File: src/rtl/sample_pkg.sv
// Shared audio types and frame-format helpers for the codec interface.
package sample_pkg;

    typedef enum logic {FMT_I2S, FMT_LJ} fmt_e;

    localparam int SAMPLE_W_DEF = 24;
    localparam int SLOT_W_DEF   = 32;

    typedef logic [SAMPLE_W_DEF-1:0] sample_t;

    typedef struct packed {
        sample_t lc;
        sample_t rc;
    } stereo_t;

    // Period in which the last bit of a frame sits; the frame edge is the fall ending it.
    function automatic int last_period(fmt_e fmt, int slot_w);
        return ((fmt == FMT_I2S ? 1 : 0) + 2 * slot_w - 1) % (2 * slot_w);
    endfunction

endpackage

File: src/rtl/i2s_xcvr_if.sv
// Sample handshake and serial pins of the I2S transceiver; master is the transceiver side.
interface i2s_xcvr_if #(
    parameter int SAMPLE_W = sample_pkg::SAMPLE_W_DEF
);
    logic [SAMPLE_W-1:0] rx_lc;
    logic [SAMPLE_W-1:0] rx_rc;
    logic                rx_vld;
    logic [SAMPLE_W-1:0] tx_lc;
    logic [SAMPLE_W-1:0] tx_rc;
    logic                tx_vld;
    logic                tx_rdy;
    logic                tx_underrun;
    logic                lrck;
    logic                sclk;
    logic                sdi;
    logic                sdo;

    modport master (
        output rx_lc, rx_rc, rx_vld, tx_rdy, tx_underrun, lrck, sclk, sdo,
        input  tx_lc, tx_rc, tx_vld, sdi
    );

    modport slave (
        input  rx_lc, rx_rc, rx_vld, tx_rdy, tx_underrun, lrck, sclk, sdo,
        output tx_lc, tx_rc, tx_vld, sdi
    );
endinterface

File: src/rtl/i2s_xcvr_clkgen.sv
// Frame timing: free-running counter giving sclk/lrck as register bits plus edge strobes.
// Strobes are decoded one mclk ahead of the sclk/lrck transition they announce; no backpressure.
module i2s_clkgen
    import sample_pkg::*;
#(
    parameter int   MCLK_PER_SCLK = 8,
    parameter int   SLOT_W        = SLOT_W_DEF,
    parameter fmt_e FMT           = FMT_I2S
) (
    input  logic                          mclk,
    input  logic                          rst,
    output logic                          sclk,
    output logic                          lrck,
    output logic                          fall,
    output logic                          rise,
    output logic                          frame,
    output logic [$clog2(2*SLOT_W)-1:0]   p
);
    localparam int DW     = $clog2(MCLK_PER_SCLK);
    localparam int CW     = $clog2(MCLK_PER_SCLK * 2 * SLOT_W);
    localparam int PW     = $clog2(2 * SLOT_W);
    localparam int LAST_P = last_period(FMT, SLOT_W);

    logic [CW-1:0] cnt;

    always_ff @(posedge mclk) begin
        if (rst) cnt <= '0;
        else     cnt <= cnt + CW'(1);
    end

    assign sclk  = cnt[DW-1];
    assign lrck  = cnt[CW-1];
    assign p     = cnt[CW-1:DW];
    assign fall  = (cnt[DW-1:0] == {DW{1'b1}});
    assign rise  = (cnt[DW-1:0] == DW'(MCLK_PER_SCLK / 2 - 1));
    assign frame = fall && (p == PW'(LAST_P));
endmodule

File: src/rtl/i2s_xcvr.sv
// I2S / left-justified master: stereo TX via single holding buffer, stereo RX with registered outputs.
// RX pair valid two mclk after the last bit is sampled; tx_rdy low while the hold buffer is full.
module i2s_xcvr
    import sample_pkg::*;
#(
    parameter int   SAMPLE_W      = SAMPLE_W_DEF,
    parameter int   SLOT_W        = SLOT_W_DEF,
    parameter int   MCLK_PER_SCLK = 8,
    parameter fmt_e FMT           = FMT_I2S
) (
    input  logic          mclk,
    input  logic          rst,
    i2s_xcvr_if.master    io
);
    localparam int FW     = 2 * SLOT_W;
    localparam int PW     = $clog2(FW);
    localparam int PAD    = SLOT_W - SAMPLE_W;
    localparam int LAST_P = last_period(FMT, SLOT_W);

    logic          sclk, lrck, fall, rise, frame;
    logic [PW-1:0] p;

    i2s_clkgen #(
        .MCLK_PER_SCLK (MCLK_PER_SCLK),
        .SLOT_W        (SLOT_W),
        .FMT           (FMT)
    ) u_clkgen (
        .mclk  (mclk),
        .rst   (rst),
        .sclk  (sclk),
        .lrck  (lrck),
        .fall  (fall),
        .rise  (rise),
        .frame (frame),
        .p     (p)
    );

    logic [SAMPLE_W-1:0] hold_lc, hold_rc;
    logic                full;
    logic [FW-1:0]       tx_sh;
    logic                underrun;
    logic [FW-1:0]       rx_sh;
    logic                rx_last;
    logic [SAMPLE_W-1:0] rx_lc, rx_rc;
    logic                rx_vld;
    logic [SLOT_W-1:0]   slot_lc, slot_rc;

    // Samples sit MSB-aligned in their slot, zero padded below.
    assign slot_lc = SLOT_W'(hold_lc) << PAD;
    assign slot_rc = SLOT_W'(hold_rc) << PAD;

    always_ff @(posedge mclk) begin
        if (rst) begin
            hold_lc  <= '0;
            hold_rc  <= '0;
            full     <= 1'b0;
            tx_sh    <= '0;
            underrun <= 1'b0;
            rx_sh    <= '0;
            rx_last  <= 1'b0;
            rx_lc    <= '0;
            rx_rc    <= '0;
            rx_vld   <= 1'b0;
        end else begin
            underrun <= 1'b0;
            if (frame) begin
                if (full) begin
                    tx_sh <= {slot_lc, slot_rc};
                    full  <= 1'b0;
                end else begin
                    tx_sh    <= '0;
                    underrun <= 1'b1;
                end
            end else if (fall) begin
                tx_sh <= {tx_sh[FW-2:0], 1'b0};
            end
            // Uses pre-edge full: a write coinciding with an empty-hold frame edge waits a frame.
            if (io.tx_vld && !full) begin
                hold_lc <= io.tx_lc;
                hold_rc <= io.tx_rc;
                full    <= 1'b1;
            end

            if (rise) rx_sh <= {rx_sh[FW-2:0], io.sdi};
            rx_last <= rise && (p == PW'(LAST_P));
            rx_vld  <= rx_last;
            if (rx_last) begin
                rx_lc <= rx_sh[FW-1 -: SAMPLE_W];
                rx_rc <= rx_sh[SLOT_W-1 -: SAMPLE_W];
            end
        end
    end

    assign io.sclk        = sclk;
    assign io.lrck        = lrck;
    assign io.sdo         = tx_sh[FW-1];
    assign io.tx_rdy      = ~full;
    assign io.tx_underrun = underrun;
    assign io.rx_lc       = rx_lc;
    assign io.rx_rc       = rx_rc;
    assign io.rx_vld      = rx_vld;
endmodule

File: src/flat_wrapper.sv
// flat-port wrapper written by rule: the top's interface ports become plain ports
module i2s_xcvr_flat import sample_pkg::*;
#(
    parameter int   SAMPLE_W      = SAMPLE_W_DEF,
    parameter int   SLOT_W        = SLOT_W_DEF,
    parameter int   MCLK_PER_SCLK = 8,
    parameter fmt_e FMT           = FMT_I2S
)
  (mclk, rst, io_rx_lc, io_rx_rc, io_rx_vld, io_tx_rdy, io_tx_underrun, io_lrck, io_sclk, io_sdo, io_tx_lc, io_tx_rc, io_tx_vld, io_sdi);
  i2s_xcvr_if #(.SAMPLE_W(SAMPLE_W)) io_i ();
  input  logic mclk;
  input  logic rst;
  output wire logic [$bits(io_i.rx_lc)-1:0] io_rx_lc;
  output wire logic [$bits(io_i.rx_rc)-1:0] io_rx_rc;
  output wire logic [$bits(io_i.rx_vld)-1:0] io_rx_vld;
  output wire logic [$bits(io_i.tx_rdy)-1:0] io_tx_rdy;
  output wire logic [$bits(io_i.tx_underrun)-1:0] io_tx_underrun;
  output wire logic [$bits(io_i.lrck)-1:0] io_lrck;
  output wire logic [$bits(io_i.sclk)-1:0] io_sclk;
  output wire logic [$bits(io_i.sdo)-1:0] io_sdo;
  input wire logic [$bits(io_i.tx_lc)-1:0] io_tx_lc;
  input wire logic [$bits(io_i.tx_rc)-1:0] io_tx_rc;
  input wire logic [$bits(io_i.tx_vld)-1:0] io_tx_vld;
  input wire logic [$bits(io_i.sdi)-1:0] io_sdi;
  assign io_rx_lc = io_i.rx_lc;
  assign io_rx_rc = io_i.rx_rc;
  assign io_rx_vld = io_i.rx_vld;
  assign io_tx_rdy = io_i.tx_rdy;
  assign io_tx_underrun = io_i.tx_underrun;
  assign io_lrck = io_i.lrck;
  assign io_sclk = io_i.sclk;
  assign io_sdo = io_i.sdo;
  assign io_i.tx_lc = io_tx_lc;
  assign io_i.tx_rc = io_tx_rc;
  assign io_i.tx_vld = io_tx_vld;
  assign io_i.sdi = io_sdi;
  i2s_xcvr #(.SAMPLE_W(SAMPLE_W), .SLOT_W(SLOT_W), .MCLK_PER_SCLK(MCLK_PER_SCLK), .FMT(FMT)) u_core (.mclk(mclk), .rst(rst), .io(io_i));
endmodule
File: config.mk
export PLATFORM = sky130hd
export DESIGN_NAME = i2s_xcvr_flat
export DESIGN_NICKNAME = d
export VERILOG_FILES = /design/src/rtl/sample_pkg.sv /design/src/rtl/i2s_xcvr_if.sv /design/src/rtl/i2s_xcvr_clkgen.sv /design/src/rtl/i2s_xcvr.sv /design/src/flat_wrapper.sv
export SDC_FILE = /design/constraint.sdc
export NUM_CORES = 1
export LEC_CHECK = 0
export ABC_AREA = 1
export CAP_MARGIN = 20
export CORE_ASPECT_RATIO = 0.5
export CORE_UTILIZATION = 56
export CTS_CLUSTER_SIZE = 24
export DETAILED_ROUTE_END_ITERATION = 8
export GPL_ROUTABILITY_DRIVEN = 0
export PLACE_DENSITY = 0.8
export SYNTH_ARGS = -nofsm -noshare
export SYNTH_HDL_FRONTEND = slang
export SYNTH_HIERARCHICAL = 1
export SYNTH_SLANG_ARGS = --single-unit
File: constraint.sdc
create_clock -name mclk -period 2.2 [get_ports mclk]
set_input_delay 0.66 -clock mclk [delete_from_list [all_inputs] [get_ports mclk]]
set_output_delay 0.66 -clock mclk [all_outputs]
set_load 0.05 [all_outputs]
### Word-level counts from Yosys, hierarchy flattened

Index checks and enable logic that the tools add are counted.

| operators by class | value |
|---|---|
| muxes and demuxes | 6 |
| add/subtract/negate cells | 1 |
| equality and inequality tests | 2 |
| bitwise gates (word level) | 2 |
| reductions and logical operators | 8 |

Operator list:

| operator | count |
|---|---|
| 64-bit two-way mux | 3 |
| 9-bit by 1-bit adder with 9-bit output, second input constant | 1 |
| 6-bit logical NOT | 1 |
| 2-bit nonzero test | 2 |
| 3-bit by 2-bit equality test with 1-bit output, second input constant | 1 |
| 3-bit equality test, second input constant | 1 |
| 1-bit logical AND | 3 |
| 1-bit two-way mux | 3 |
| 1-bit NOT | 2 |
| 2-bit OR reduction | 1 |
| 1-bit logical NOT | 1 |

| word-level totals | value |
|---|---|
| input bits | 52 |
| register bits | 237 |
| output and inout bits | 54 |
| logic and storage cells | 30 |

### Longest topological paths before layout

| logic depth | value |
|---|---|
| depth after elaboration | 4 |
| mapped depth | 11 |
| depth with buffers taken out | 9 |

### By module

Netlist, hierarchy kept.

Modules (own cells, without submodules):

| module | area an instance (um^2) | cells each | times used | seq. area each (um^2) |
|---|---|---|---|---|
| i2s_xcvr | 8697.1 | 1249 | 1 | 4404.2 |
| i2s_clkgen | 471.7 | 65 | 1 | 180.2 |

### Worst setup path before layout

Ideal clock, no wire load.

| path | value |
|---|---|
| path kind | register -> register |
| start | reg u_core.u_clkgen.cnt[2] |
| end | reg u_core.tx_sh[25] |
| required time | 2089 ps |
| buffers on the path | 2 |
| library setup time | 111 ps |
| slack | -14 ps |
| stages on the path, launching flop included | 11 |
| clock period less this slack | 2214 ps |
| arrival | 2102 ps |
| cell sequence | dfxtp_1 -> ha_1 -> nand3_1 -> nor3_1 -> inv_2 -> nand2_1 -> buf_4 -> buf_2 -> nand2_1 -> nor2_1 -> nor2_1 |

| between the ends | value |
|---|---|
| longest elaborated chain between the ends | 3 |
| elaborated cells on any way between the ends | 4 |
| classes of those cells | eq/ne: 1; mux: 1; reduce/logical: 2 |

Ends and longest elaborated chain:

| item | RTL line | RTL |
|---|---|---|
| from (decl) | i2s_xcvr_clkgen.sv:24 | `logic [CW-1:0] cnt;` |
| from (signal assigned) | i2s_xcvr_clkgen.sv:28 | `else cnt <= cnt + CW'(1);` |
| 3-bit equality test (*) | i2s_xcvr_clkgen.sv:34 | `assign fall = (cnt[DW-1:0] == {DW{1'b1}});` |
| net u_core.fall | i2s_xcvr.sv:20 | `logic sclk, lrck, fall, rise, frame;` |
| 1-bit logical AND (*) | i2s_xcvr_clkgen.sv:36 | `assign frame = fall && (p == PW'(LAST_P));` |
| net u_core.frame | i2s_xcvr.sv:20 |  |
| 64-bit two-way mux / 2-bit nonzero test (equally long branches) | n/a |  |
| to (signal assigned) | i2s_xcvr.sv:68 | `tx_sh <= {slot_lc, slot_rc};` |
| to (signal assigned) | i2s_xcvr.sv:75 | `tx_sh <= {tx_sh[FW-2:0], 1'b0};` |
| to (decl) | i2s_xcvr.sv:40 | `logic [FW-1:0] tx_sh;` |

Mark *: on every way through the listed nets, which the timed path passes. The rest lies on a longest branch.
A chain may end at the register's enable or synchronous reset.

### Worst setup path in the final report

| path | value |
|---|---|
| start | reg u_core.rx_lc[7], in the netlist u_core/io.rx_lc[7] |
| end | out io_rx_lc[7] |

RTL lines:

| item | RTL line | RTL |
|---|---|---|
| from (decl) | i2s_xcvr.sv:44 | `logic [SAMPLE_W-1:0] rx_lc, rx_rc;` |
| from (signal assigned) | i2s_xcvr.sv:88 | `rx_lc <= rx_sh[FW-1 -: SAMPLE_W];` |
| to (decl) | flat_wrapper.sv:13 | `output wire logic [$bits(io_i.rx_lc)-1:0] io_rx_lc;` |

No word-level cell between the ends.

==> flow_metrics.py <==
metrics = {
    "hold_path": {
        "worstHoldPathType": "register to register",
    },
    "yosys": {
        "synth_edf_count": 0,
        "avgSynthCellArea_um2": 6.98,
        "synth.top_cell.area_share_pct": 50.0,
        "synthMostInstantiatedCell": "nor2_1",
        "yosys.area.top_type": "dfxtp_1",
        "syn-instance-count": 1314,
        "synth.area.top_cells": "dfxtp_1 50%, nor2_1 20%, nand2_1 8.8%, o21ai_0 6.2%, inv_1 4.3%",
        "seq_area_frac_synth_pct": 50.0,
        "synth-seq-cells": 229,
        "synth_common_cells": "479 x nor2_1, 229 x dfxtp_1, 214 x nand2_1",
        "yosysWarnings": 6,
        "synth_cell_types": 20,
        "synth_flop_cell": "dfxtp_1",
        "synth_nets": 1369,
        "syn_area_um2": 9170,
        "async_flop_share_pct": 0,
    },
    "global_routing": {
        "global_route.usage.met2_pct": 41.2,
        "grtUsageTotal_pct": 22.8,
        "grt_max_degree": 78,
        "grt_pass1_vias": 7441,
        "overflow": 0,
        "grtUsageMet1_pct": 28.7,
        "antenna_found_initial": 0,
        "met3_usage_pct": 4.13,
        "busiest_layer": "met2",
        "grt_pass1_wl_mm": 32.9,
    },
    "sta": {
        "tightest_slew_ps": 510,
        "period_minus_slack_ps": 2050,
        "slew_headroom_pct": 65.9,
        "slew_violations": 0,
        "fmax_mhz": 487,
        "finClkSkew_ps": 21.0,
        "rsz0062_at_grt": "no",
        "hold_ws_ps": 462,
        "post-route-period-util_pct": 93.3,
        "hold_viol": 0,
        "setup_violations": 0,
        "timing.setup.tns_ps": 0,
    },
    "layout": {
        "fillCellCount": 1359,
        "finalCoreUtilization_pct": 69.8,
        "n_antenna_cell": 0,
        "seqCellArea_um2": 4590,
        "final_layout_size_suffix_gt1_share_pct": 5.73,
        "area_growth_pct": 19.4,
        "final_nets": 1437,
        "multi_input_area_um2": 3780,
    },
    "critical_path": {
        "reg2reg_depth": 11,
        "r2r_start": "u_core/u_clkgen/cnt[1]$_SDFF_PP0_",
        "rr_endpoint": "u_core/tx_sh[29]$_SDFFE_PP0P_",
        "path_buf_inv": 1,
        "crit_arrival_ps": 1390,
        "cp-start-kind": "register",
        "critPathTopFamily": "buffers and inverters",
        "rrSetupSlack_ps": 230,
        "path_class": "register to primary output",
        "cp_slowest_cell": "dlygate4sd2_1",
        "end_kind": "primary output",
        "crit_start": "u_core/io.rx_lc[7]$_SDFFE_PP0P_",
        "cp.depth": 1,
        "worstPathCellList": "dlygate4sd2_1",
        "cp.required_ps": 1540,
        "crit_fanout": 2,
        "cp-endpoint": "io_rx_lc[7]",
        "critical_path.max_stage_delay_ps": 540,
    },
    "floorplan": {
        "die_x_um": 183,
        "die_h_um": 92.5,
        "ios": 106,
        "num_rows": 32,
        "die_area_um2": 16900,
        "core-area_um2": 15700,
        "initial_core_util_pct": 58.4,
    },
    "route": {
        "dr.pass1.iters": 4,
        "finalWirelength_mm": 18.7,
        "vias_per_cell": 4.85,
        "drc": 0,
        "drt_iter0_drc": 395,
        "vias": 7838,
        "wl_per_cell_um": 11.6,
        "postRouteAntennaNets": 0,
    },
    "power_and_ir_drop": {
        "p_leak_nw": 5.26,
        "ir_drop_v": 0.000599,
        "total_power_mw": 8.86,
        "power_density_nw_per_um2": 809,
    },
    "clock_network": {
        "clock_latency_ps": 510,
        "cts_sinks": 229,
        "postCtsSetupBuffers": 0,
        "clock_path_buffers": 3,
        "cts_buffers": 20,
        "clk_transition_reported_paths_ps": 70,
        "htree_levels": 1,
        "cts_tree": "yes",
        "holdBufCountCts": 0,
        "root_buffer": "clkbuf_16",
    },
    "job": {
        "drv_cap": 0,
    },
    "run_status": {
        "status": "complete, no violations",
    },
    "placed_design": {
        "dp.final_hpwl_mm": 11.5,
        "io_buffers": 105,
    },
}
-- stage by stage --
stage                     setup WS, ps  instance area [um2]  std cells
final                              148                10900       1616
after global placement            49.1                10300       1580
after floorplan                    196                 9170       1314
after CTS                          119                10900       1616
after detailed placement           146                10300       1581
after global routing              11.3                10900       1616
-- cells by family (layout without fill, tap and decap cells) --
kind of cell | after synthesis | count (layout) | share of synthesized area, %
buffers and inverters | 191 | 272 | 8.90
DFF | 229 | 229 | 50.0
AOI/OAI and AO/OA | 176 | 176 | 10.9
adders and majority gates | 3 | 3 | 0.409
and+or+nand+nor | 715 | 715 | 29.8
-- where the power goes --
part | total (mW) | internal (mW) | switching (mW)
sequential | 4.46 | 4.35 | 0.114
combinational | 0.801 | 0.310 | 0.491
clock | 3.60 | 2.05 | 1.54
total | 8.86 | 6.71 | 2.15
-- metal layers --
| layer | vias to the layer above | routed length, um |
|---|---|---|
| li1 | 4121 | - |
| met1 | 3583 | 8940 |
| met2 | 106 | 8830 |
| met3 | 28 | 703 |
| met4 | 0 | 265 |
| met5 | - | 0 |
-- how the worst min path moves through the flow --
stage / startpoint / endpoint / slack (ps) / cells past startpoint
final: u_core/tx_sh[31]$_SDFFE_PP0P_ / u_core/tx_sh[32]$_SDFFE_PP0P_ / 460 / 2
after global routing: u_core/tx_sh[8]$_SDFFE_PP0P_ / u_core/tx_sh[8]$_SDFFE_PP0P_ / 490 / 2
after CTS: u_core/tx_sh[32]$_SDFFE_PP0P_ / u_core/tx_sh[32]$_SDFFE_PP0P_ / 470 / 2
after detailed placement: u_core/tx_sh[33]$_SDFFE_PP0P_ / u_core/tx_sh[33]$_SDFFE_PP0P_ / 460 / 2
after global placement: u_core/tx_sh[35]$_SDFFE_PP0P_ / u_core/tx_sh[35]$_SDFFE_PP0P_ / 450 / 2
after floorplan: u_core/u_clkgen/cnt[0]$_SDFF_PP0_ / u_core/u_clkgen/cnt[0]$_SDFF_PP0_ / 430 / 1
-- what timing repair did --
action / CTS / global route
setup endpoints to repair: 46 / 47
gates cloned: 0 / 0
gates resized for setup: 46 / 1
endpoints found under the hold margin: 0 / 0
-- cell type report --
type                       count  share of cell area [%]
timing repair buffer         130                    11.2
clock buffer                  27                    5.18
clock inverter                 8                   0.948
inverter                     107                    3.69
sequential                   229                    41.9
multi-input combinational    894                    34.5
tap                          221                    2.53
-- registers in the layout, indices dropped and copies added (netlist names) --
register               count
u_core/io.rx_vld           1
u_core/hold_lc            24
u_core/io.tx_underrun      1
u_core/u_clkgen/cnt        9
u_core/io.rx_rc           24
u_core/io.rx_lc           24
u_core/full                1
u_core/tx_sh              56
u_core/rx_sh              64
u_core/rx_last             1
u_core/hold_rc            24
-- worst register-to-register path, delay by kind of cell (launching register included) --
family	cells	cell delay (ps)
buf+inv	3	500
flops	1	360
simple gates	6	650
fa+ha+maj	2	360
-- placed cells by master, fill, tap and decap left out, drive strengths merged --
master | synthesis | layout
nor2 | 483 | 483
dfxtp | 229 | 229
nand2 | 215 | 215
o21ai | 114 | 114
inv | 107 | 107
clkdlybuf4s50 | 0 | 50
o21bai | 48 | 48
dlygate4sd2 | 0 | 46
buf | 51 | 34
clkbuf | 33 | 27
nand3 | 14 | 14
a21oi | 13 | 13
clkinv | 0 | 5
ha | 3 | 3
bufinv | 0 | 2
nor3 | 2 | 2
clkinvlp | 0 | 1
o22ai | 1 | 1
or2 | 1 | 1
(Power assumes the default switching activity.)
